<file path="src/rtl/uart_rx_if.sv">
// Register/FIFO-side bundle of the UART receiver: frame configuration in, received word and
// status out.
interface uart_rx_if #(
  parameter int unsigned DATA_W = 32
);
  logic [1:0]        data_bit_num_i;
  logic              parity_en_i;
  logic              parity_type_i;
  logic              stop_bit_num_i;
  logic              rx_read_i;
  logic [DATA_W-1:0] rx_data_o;
  logic              rx_done_o;
  logic              parity_err_o;
  logic              frame_err_o;
  logic              overrun_err_o;
  logic              rx_full_o;
  logic              rts_n_o;

  modport slave (
    input  data_bit_num_i, parity_en_i, parity_type_i, stop_bit_num_i, rx_read_i,
    output rx_data_o, rx_done_o, parity_err_o, frame_err_o, overrun_err_o, rx_full_o, rts_n_o
  );

  modport master (
    output data_bit_num_i, parity_en_i, parity_type_i, stop_bit_num_i, rx_read_i,
    input  rx_data_o, rx_done_o, parity_err_o, frame_err_o, overrun_err_o, rx_full_o, rts_n_o
  );
endinterface

</file>
<file path="src/rtl/uart_rx.sv">
// UART receive stage: 2-flop synchroniser, oversampled deframer (5..8 data bits, optional
// parity, 1/2 stop bits) and a single-word holding register with overrun detection.
module uart_rx #(
  parameter int unsigned OVERSAMPLE = 16,
  parameter int unsigned DATA_W     = 32
) (
  input  logic     clk,
  input  logic     rst,
  input  logic     rx_tick,
  input  logic     rx,
  uart_rx_if.slave bus
);
  localparam int unsigned      TickW    = $clog2(OVERSAMPLE);
  localparam logic [TickW-1:0] TickHalf = TickW'(OVERSAMPLE / 2 - 1);
  localparam logic [TickW-1:0] TickLast = TickW'(OVERSAMPLE - 1);

  typedef enum logic [2:0] {StIdle, StStart, StData, StParity, StStop} state_e;

  state_e            state_q;
  logic              rx_meta_q;
  logic              rxs_q;
  logic              armed_q;
  logic [TickW-1:0]  tick_cnt_q;
  logic [2:0]        bit_cnt_q;
  logic              stop_cnt_q;
  logic [7:0]        shift_q;
  logic [1:0]        dbn_q;
  logic              par_en_q;
  logic              par_type_q;
  logic              stop2_q;
  logic              par_err_q;
  logic              frm_err_q;
  logic              commit_q;
  logic [DATA_W-1:0] rx_data_q;
  logic              rx_done_q;
  logic              parity_err_q;
  logic              frame_err_q;
  logic              overrun_q;
  logic              full_q;

  logic sample_half;
  logic sample_full;
  assign sample_half = rx_tick && (tick_cnt_q == TickHalf);
  assign sample_full = rx_tick && (tick_cnt_q == TickLast);

  always_ff @(posedge clk) begin
    if (rst) begin
      state_q      <= StIdle;
      rx_meta_q    <= 1'b1;
      rxs_q        <= 1'b1;
      armed_q      <= 1'b0;
      tick_cnt_q   <= '0;
      bit_cnt_q    <= '0;
      stop_cnt_q   <= 1'b0;
      shift_q      <= '0;
      dbn_q        <= '0;
      par_en_q     <= 1'b0;
      par_type_q   <= 1'b0;
      stop2_q      <= 1'b0;
      par_err_q    <= 1'b0;
      frm_err_q    <= 1'b0;
      commit_q     <= 1'b0;
      rx_data_q    <= '0;
      rx_done_q    <= 1'b0;
      parity_err_q <= 1'b0;
      frame_err_q  <= 1'b0;
      overrun_q    <= 1'b0;
      full_q       <= 1'b0;
    end else begin
      rx_meta_q <= rx;
      rxs_q     <= rx_meta_q;
      rx_done_q <= 1'b0;
      commit_q  <= 1'b0;
      if (rx_tick) tick_cnt_q <= tick_cnt_q + 1'b1;

      unique case (state_q)
        StIdle: begin
          tick_cnt_q <= '0;
          // Arming on a high line keeps a held-low break from retriggering frames.
          if (rxs_q) begin
            armed_q <= 1'b1;
          end else if (armed_q) begin
            state_q    <= StStart;
            dbn_q      <= bus.data_bit_num_i;
            par_en_q   <= bus.parity_en_i;
            par_type_q <= bus.parity_type_i;
            stop2_q    <= bus.stop_bit_num_i;
            shift_q    <= '0;
            bit_cnt_q  <= '0;
            stop_cnt_q <= 1'b0;
            par_err_q  <= 1'b0;
            frm_err_q  <= 1'b0;
          end
        end
        StStart: begin
          if (sample_half) begin
            tick_cnt_q <= '0;
            if (rxs_q) begin
              state_q <= StIdle;
            end else begin
              state_q <= StData;
              armed_q <= 1'b0;
            end
          end
        end
        StData: begin
          if (sample_full) begin
            tick_cnt_q         <= '0;
            shift_q[bit_cnt_q] <= rxs_q;
            bit_cnt_q          <= bit_cnt_q + 1'b1;
            // Last index is 4..7 for 5..8 bits, i.e. {1, data_bit_num}.
            if (bit_cnt_q == {1'b1, dbn_q}) state_q <= par_en_q ? StParity : StStop;
          end
        end
        StParity: begin
          if (sample_full) begin
            tick_cnt_q <= '0;
            par_err_q  <= (^shift_q) ^ rxs_q ^ par_type_q;
            state_q    <= StStop;
          end
        end
        StStop: begin
          if (sample_full) begin
            tick_cnt_q <= '0;
            stop_cnt_q <= 1'b1;
            if (!rxs_q) frm_err_q <= 1'b1;
            // Leave mid-stop-bit so the next start edge has half a bit of slack.
            if (stop_cnt_q == stop2_q) begin
              state_q  <= StIdle;
              commit_q <= 1'b1;
            end
          end
        end
        default: state_q <= StIdle;
      endcase

      if (bus.rx_read_i) begin
        full_q    <= 1'b0;
        overrun_q <= 1'b0;
      end
      if (commit_q) begin
        if (!full_q || bus.rx_read_i) begin
          rx_data_q    <= DATA_W'(shift_q);
          parity_err_q <= par_err_q;
          frame_err_q  <= frm_err_q;
          rx_done_q    <= 1'b1;
          full_q       <= 1'b1;
        end else begin
          overrun_q <= 1'b1;
        end
      end
    end
  end

  assign bus.rx_data_o     = rx_data_q;
  assign bus.rx_done_o     = rx_done_q;
  assign bus.parity_err_o  = parity_err_q;
  assign bus.frame_err_o   = frame_err_q;
  assign bus.overrun_err_o = overrun_q;
  assign bus.rx_full_o     = full_q;
  assign bus.rts_n_o       = full_q;
endmodule

</file>
<file path="src/flat_wrapper.sv">
// flat-port wrapper written by rule: the top's interface ports become plain ports
module uart_rx_flat 
#(
  parameter int unsigned OVERSAMPLE = 16,
  parameter int unsigned DATA_W     = 32
)
  (clk, rst, rx_tick, rx, bus_data_bit_num_i, bus_parity_en_i, bus_parity_type_i, bus_stop_bit_num_i, bus_rx_read_i, bus_rx_data_o, bus_rx_done_o, bus_parity_err_o, bus_frame_err_o, bus_overrun_err_o, bus_rx_full_o, bus_rts_n_o);
  uart_rx_if #(.DATA_W(DATA_W)) bus_i ();
  input  logic clk;
  input  logic rst;
  input  logic rx_tick;
  input  logic rx;
  input wire logic [$bits(bus_i.data_bit_num_i)-1:0] bus_data_bit_num_i;
  input wire logic [$bits(bus_i.parity_en_i)-1:0] bus_parity_en_i;
  input wire logic [$bits(bus_i.parity_type_i)-1:0] bus_parity_type_i;
  input wire logic [$bits(bus_i.stop_bit_num_i)-1:0] bus_stop_bit_num_i;
  input wire logic [$bits(bus_i.rx_read_i)-1:0] bus_rx_read_i;
  output wire logic [$bits(bus_i.rx_data_o)-1:0] bus_rx_data_o;
  output wire logic [$bits(bus_i.rx_done_o)-1:0] bus_rx_done_o;
  output wire logic [$bits(bus_i.parity_err_o)-1:0] bus_parity_err_o;
  output wire logic [$bits(bus_i.frame_err_o)-1:0] bus_frame_err_o;
  output wire logic [$bits(bus_i.overrun_err_o)-1:0] bus_overrun_err_o;
  output wire logic [$bits(bus_i.rx_full_o)-1:0] bus_rx_full_o;
  output wire logic [$bits(bus_i.rts_n_o)-1:0] bus_rts_n_o;
  assign bus_i.data_bit_num_i = bus_data_bit_num_i;
  assign bus_i.parity_en_i = bus_parity_en_i;
  assign bus_i.parity_type_i = bus_parity_type_i;
  assign bus_i.stop_bit_num_i = bus_stop_bit_num_i;
  assign bus_i.rx_read_i = bus_rx_read_i;
  assign bus_rx_data_o = bus_i.rx_data_o;
  assign bus_rx_done_o = bus_i.rx_done_o;
  assign bus_parity_err_o = bus_i.parity_err_o;
  assign bus_frame_err_o = bus_i.frame_err_o;
  assign bus_overrun_err_o = bus_i.overrun_err_o;
  assign bus_rx_full_o = bus_i.rx_full_o;
  assign bus_rts_n_o = bus_i.rts_n_o;
  uart_rx #(.OVERSAMPLE(OVERSAMPLE), .DATA_W(DATA_W)) u_core (.clk(clk), .rst(rst), .rx_tick(rx_tick), .rx(rx), .bus(bus_i));
endmodule
</file>
<file path="config.mk">
export PLATFORM = sky130hd
export DESIGN_NAME = uart_rx_flat
export DESIGN_NICKNAME = d
export VERILOG_FILES = /design/src/rtl/uart_rx_if.sv /design/src/rtl/uart_rx.sv /design/src/flat_wrapper.sv
export SDC_FILE = /design/constraint.sdc
export NUM_CORES = 1
export LEC_CHECK = 0
export BUFFER_PORTS_ARGS = -buffer_cell sky130_fd_sc_hd__buf_2
export CAP_MARGIN = 40
export CORE_MARGIN = 8
export CORE_UTILIZATION = 40
export DETAILED_ROUTE_END_ITERATION = 10
export GPL_ROUTABILITY_DRIVEN = 0
export HOLD_SLACK_MARGIN = 0.06
export PLACE_DENSITY = 0.68
export SLEW_MARGIN = 20
export SYNTH_ARGS = -nofsm -noshare
export SYNTH_HDL_FRONTEND = slang
export SYNTH_SLANG_ARGS = --single-unit
</file>
<file path="constraint.sdc">
create_clock -name clk -period 2.1 [get_ports clk]
set_input_delay 0.21 -clock clk [delete_from_list [all_inputs] [get_ports clk]]
set_output_delay 0.21 -clock clk [all_outputs]
set_load 0.01 [all_outputs]
</file>
==> flow_metrics.py <==
metrics = {
    "outcome": {
        "status": "finished clean",
    },
    "pwr": {
        "ir_drop_mv": 0.313,
        "internal_power_uw": 1080,
        "p_leak_uw": 0.000955,
        "netSwitchingFraction_pct": 24.5,
        "power.density_nw_per_um2": 628,
        "p_clk_share_pct": 35.9,
        "combPwrFrac_pct": 6.0,
        "p_sw_uw": 351,
        "total_power_uw": 1430,
        "seq_power_share_pct": 58.1,
    },
    "synth": {
        "async_flop_share_pct": 0,
        "synth_mux_area_share_pct": 6.51,
        "synth_warnings": 0,
        "synth_top_area_share_pct": 40.0,
        "postSynthAreaPerCell_um2": 9.04,
        "synthTopCellsByArea": "dfxtp_1 (40%), buf_4 (9.1%), mux2i_1 (6.5%)",
        "yosysMostFrequentCell": "dfxtp_1",
        "synthFlopType": "dfxtp_1",
        "synth_compound_area_share_pct": 14.5,
        "yosys_register_bits": 43,
        "synth_fa_ha_area_share_pct": 1.16,
        "syn_area_um2": 2150,
        "synth_common_cells": "dfxtp_1 (43), buf_4 (26), nor2_1 (24)",
        "synth_top_family_by_area": "simple AND/OR/NAND/NOR gates",
        "syn_inst": 238,
        "synth-simple-area-share_pct": 17.7,
        "synth_largest_area_cell": "dfxtp_1",
        "yosysUniqueCellTypes": 45,
        "yosysSeqAreaShare_pct": 40.0,
        "synth_xor_xnor_area_share_pct": 7.15,
        "synth_edf_count": 0,
    },
    "floorplanning": {
        "ios": 48,
        "initial_core_util_pct": 41.9,
        "core_region_area_um2": 5140,
        "die_h_um": 89.4,
        "die_w_um": 89.4,
        "die_area_um2": 7980,
        "rows": 26,
    },
    "critical_path": {
        "critical-path-max-stage-delay_ns": 0.46,
        "start_kind": "register",
        "critical_path.top_delay_family": "simple AND/OR/NAND/NOR gates",
        "reg2reg_depth": 6,
        "regToRegSetupSlack_ns": 0.22,
        "cp.arrival_ns": 2.04,
        "r2r_end": "u_core.shift_q[1]",
        "worstSetupPathType": "reg -> reg",
        "cp_cell_sequence": "ha_1 > and4_4 > nand2_4 > a211oi_1 > and2_1 > a211oi_1",
        "worst-endpoint-required_ns": 2.25,
        "path_max_fanout": 4,
        "crit_top_cell": "a211oi_1",
        "crit_path_top_delay_cell": "a211oi_1",
        "cp-end-kind": "register",
        "reg2reg_from": "u_core.tick_cnt_q[0]",
        "path_buf_inv": 0,
    },
    "route": {
        "postRouteAntennaNets": 0,
        "finalWirelength_um": 4140,
        "met1_length_um": 1850,
        "met3_wirelength_um": 324,
        "wl_met2_um": 1890,
        "drc": 0,
        "first_pass_iters": 4,
        "routedWlPerCell_um": 12.7,
        "drtIter0Drc": 143,
        "top_layer_used": "met4",
        "via_count": 1599,
        "vias_per_cell": 4.89,
    },
    "job": {
        "drv_cap": 0,
    },
    "layout": {
        "nNetsFinal": 268,
        "drive_above_1_share_pct": 17.1,
        "nFillCells": 532,
        "multi_input_area_um2": 1100,
        "area_growth_pct": 6.10,
        "regArea_um2": 861,
        "diodes": 0,
    },
    "global_route": {
        "grt_max_degree": 41,
        "overflow": 0,
        "track_usage_pct": 11.4,
        "antenna_found_initial": 0,
        "grt_pass1_vias": 1511,
        "grt_pass1_wl_um": 6980,
    },
    "place": {
        "io_buffers": 23,
        "post-place-ws_ns": 0.238,
        "hpwl_um": 3000,
    },
    "timing": {
        "slew_headroom_pct": 50.8,
        "skew_ns": 0.00613,
        "tns_ns": 0,
        "fin_crit_ns": 1.88,
        "drv_slew": 0,
        "clock.fmax_mhz": 531,
        "rsz0062_at_grt": "no",
        "final-setup-viol-count": 0,
        "finalCritPeriodShare_pct": 89.7,
        "holdWs_ns": 0.0961,
        "tightest_slew_ns": 0.738,
        "timing.final.ws_setup_ns": 0.216,
        "finalHoldViolations": 0,
    },
    "clock_tree": {
        "clk_pin_slew_worst_paths_ns": 0.08,
        "clk_latency_ns": 0.30,
        "clock_sinks": 43,
        "clock_path_buffers": 2,
        "cts_tree": "yes",
        "post_cts_buffers": 0,
        "cts_max_level": 2,
        "cts_root_buf": "clkbuf_8",
        "cts_hold_buf": 0,
        "cts_buffers": 5,
        "post_cts_resized": 0,
    },
    "worst_hold_path": {
        "holdPathStages": 2,
        "min_path_type": "in -> reg",
        "hold_path_end": "u_core.rx_meta_q",
        "worstHoldStart": "rx",
    },
}
[metal layers]
metal  vias to the layer above  track usage (%)
li1                        814                -
met1                       715             14.2
met2                        65             17.3
met3                         5             3.03
met4                         0             6.80
met5                         -                0
[registers in the layout (all words and copies together), names as in the netlist, 2 cells and up]
| name | count |
|---|---|
| u_core.bit_cnt_q | 3 |
| u_core.bus.rx_data_o | 8 |
| u_core.dbn_q | 2 |
| u_core.shift_q | 8 |
| u_core.state_q | 3 |
| u_core.tick_cnt_q | 4 |
[metrics by stage]
stage | util (%) | area, um^2 | std cells
finish | 44.4 | 2280 | 327
global route | 44.4 | 2280 | 327
CTS | 44.4 | 2280 | 327
detailed placement | 42.8 | 2200 | 319
global placement | 42.8 | 2200 | 319
floorplan | - | 2240 | 261
[power by group through the flow]
stage / sequential (uW) / combinational, uW / clock (uW)
finish: 833 / 85.7 / 515
global route: 834 / 96.6 / 577
CTS: 833 / 84.1 / 535
detailed placement: 852 / 83.8 / 0
global placement: 852 / 82.9 / 0
floorplan: 848 / 103 / 0
[how the worst max path moves through the flow]
stage	from	end	slack (ns)	depth (start not counted)
finish	u_core.tick_cnt_q[0]	u_core.shift_q[1]	0.22	6
global route	u_core.tick_cnt_q[0]	u_core.shift_q[1]	0.11	6
CTS	u_core.tick_cnt_q[0]	u_core.shift_q[3]	0.23	6
detailed placement	u_core.tick_cnt_q[0]	u_core.shift_q[4]	0.24	6
global placement	u_core.tick_cnt_q[0]	u_core.shift_q[3]	0.30	6
floorplan	u_core.tick_cnt_q[0]	u_core.shift_q[2]	0.52	6
[logic make-up (layout without fill, tap and decap cells)]
logic type                 count (synthesis)  count (layout)
muxes                                     14              14
buffers and inverters                     42              38
adders and majority gates                  2               2
other                                      1              24
AOI/OAI and AO/OA                         44              44
and+or+nand+nor                           76              76
xor gates and xnor gates                  16              16
DFF                                       43              43
[placed cells by master, fill, tap and decap left out, types with 3 or more instances in the layout]
master	netlist	layout
nand2_1	21	21
xor2_1	3	3
nor3_1	5	5
a21oi_1	14	14
or2_2	4	4
dfxtp_1	43	43
conb_1	1	24
a211oi_1	11	11
mux2i_1	14	14
a32oi_1	6	6
clkbuf_8	0	5
nand3_1	5	5
buf_2	4	23
xnor2_1	12	12
nor2_1	24	24
inv_1	5	5
[cell type report]
type,instances,share of cell area [%]
tap,70,3.84
sequential,43,37.7
inverter,5,0.822
timing repair buffer,25,5.70
clock inverter,2,0.548
multi-input combinational,176,48.2
clock buffer,6,3.18
Note: power is estimated with default switching activity, not from simulation.
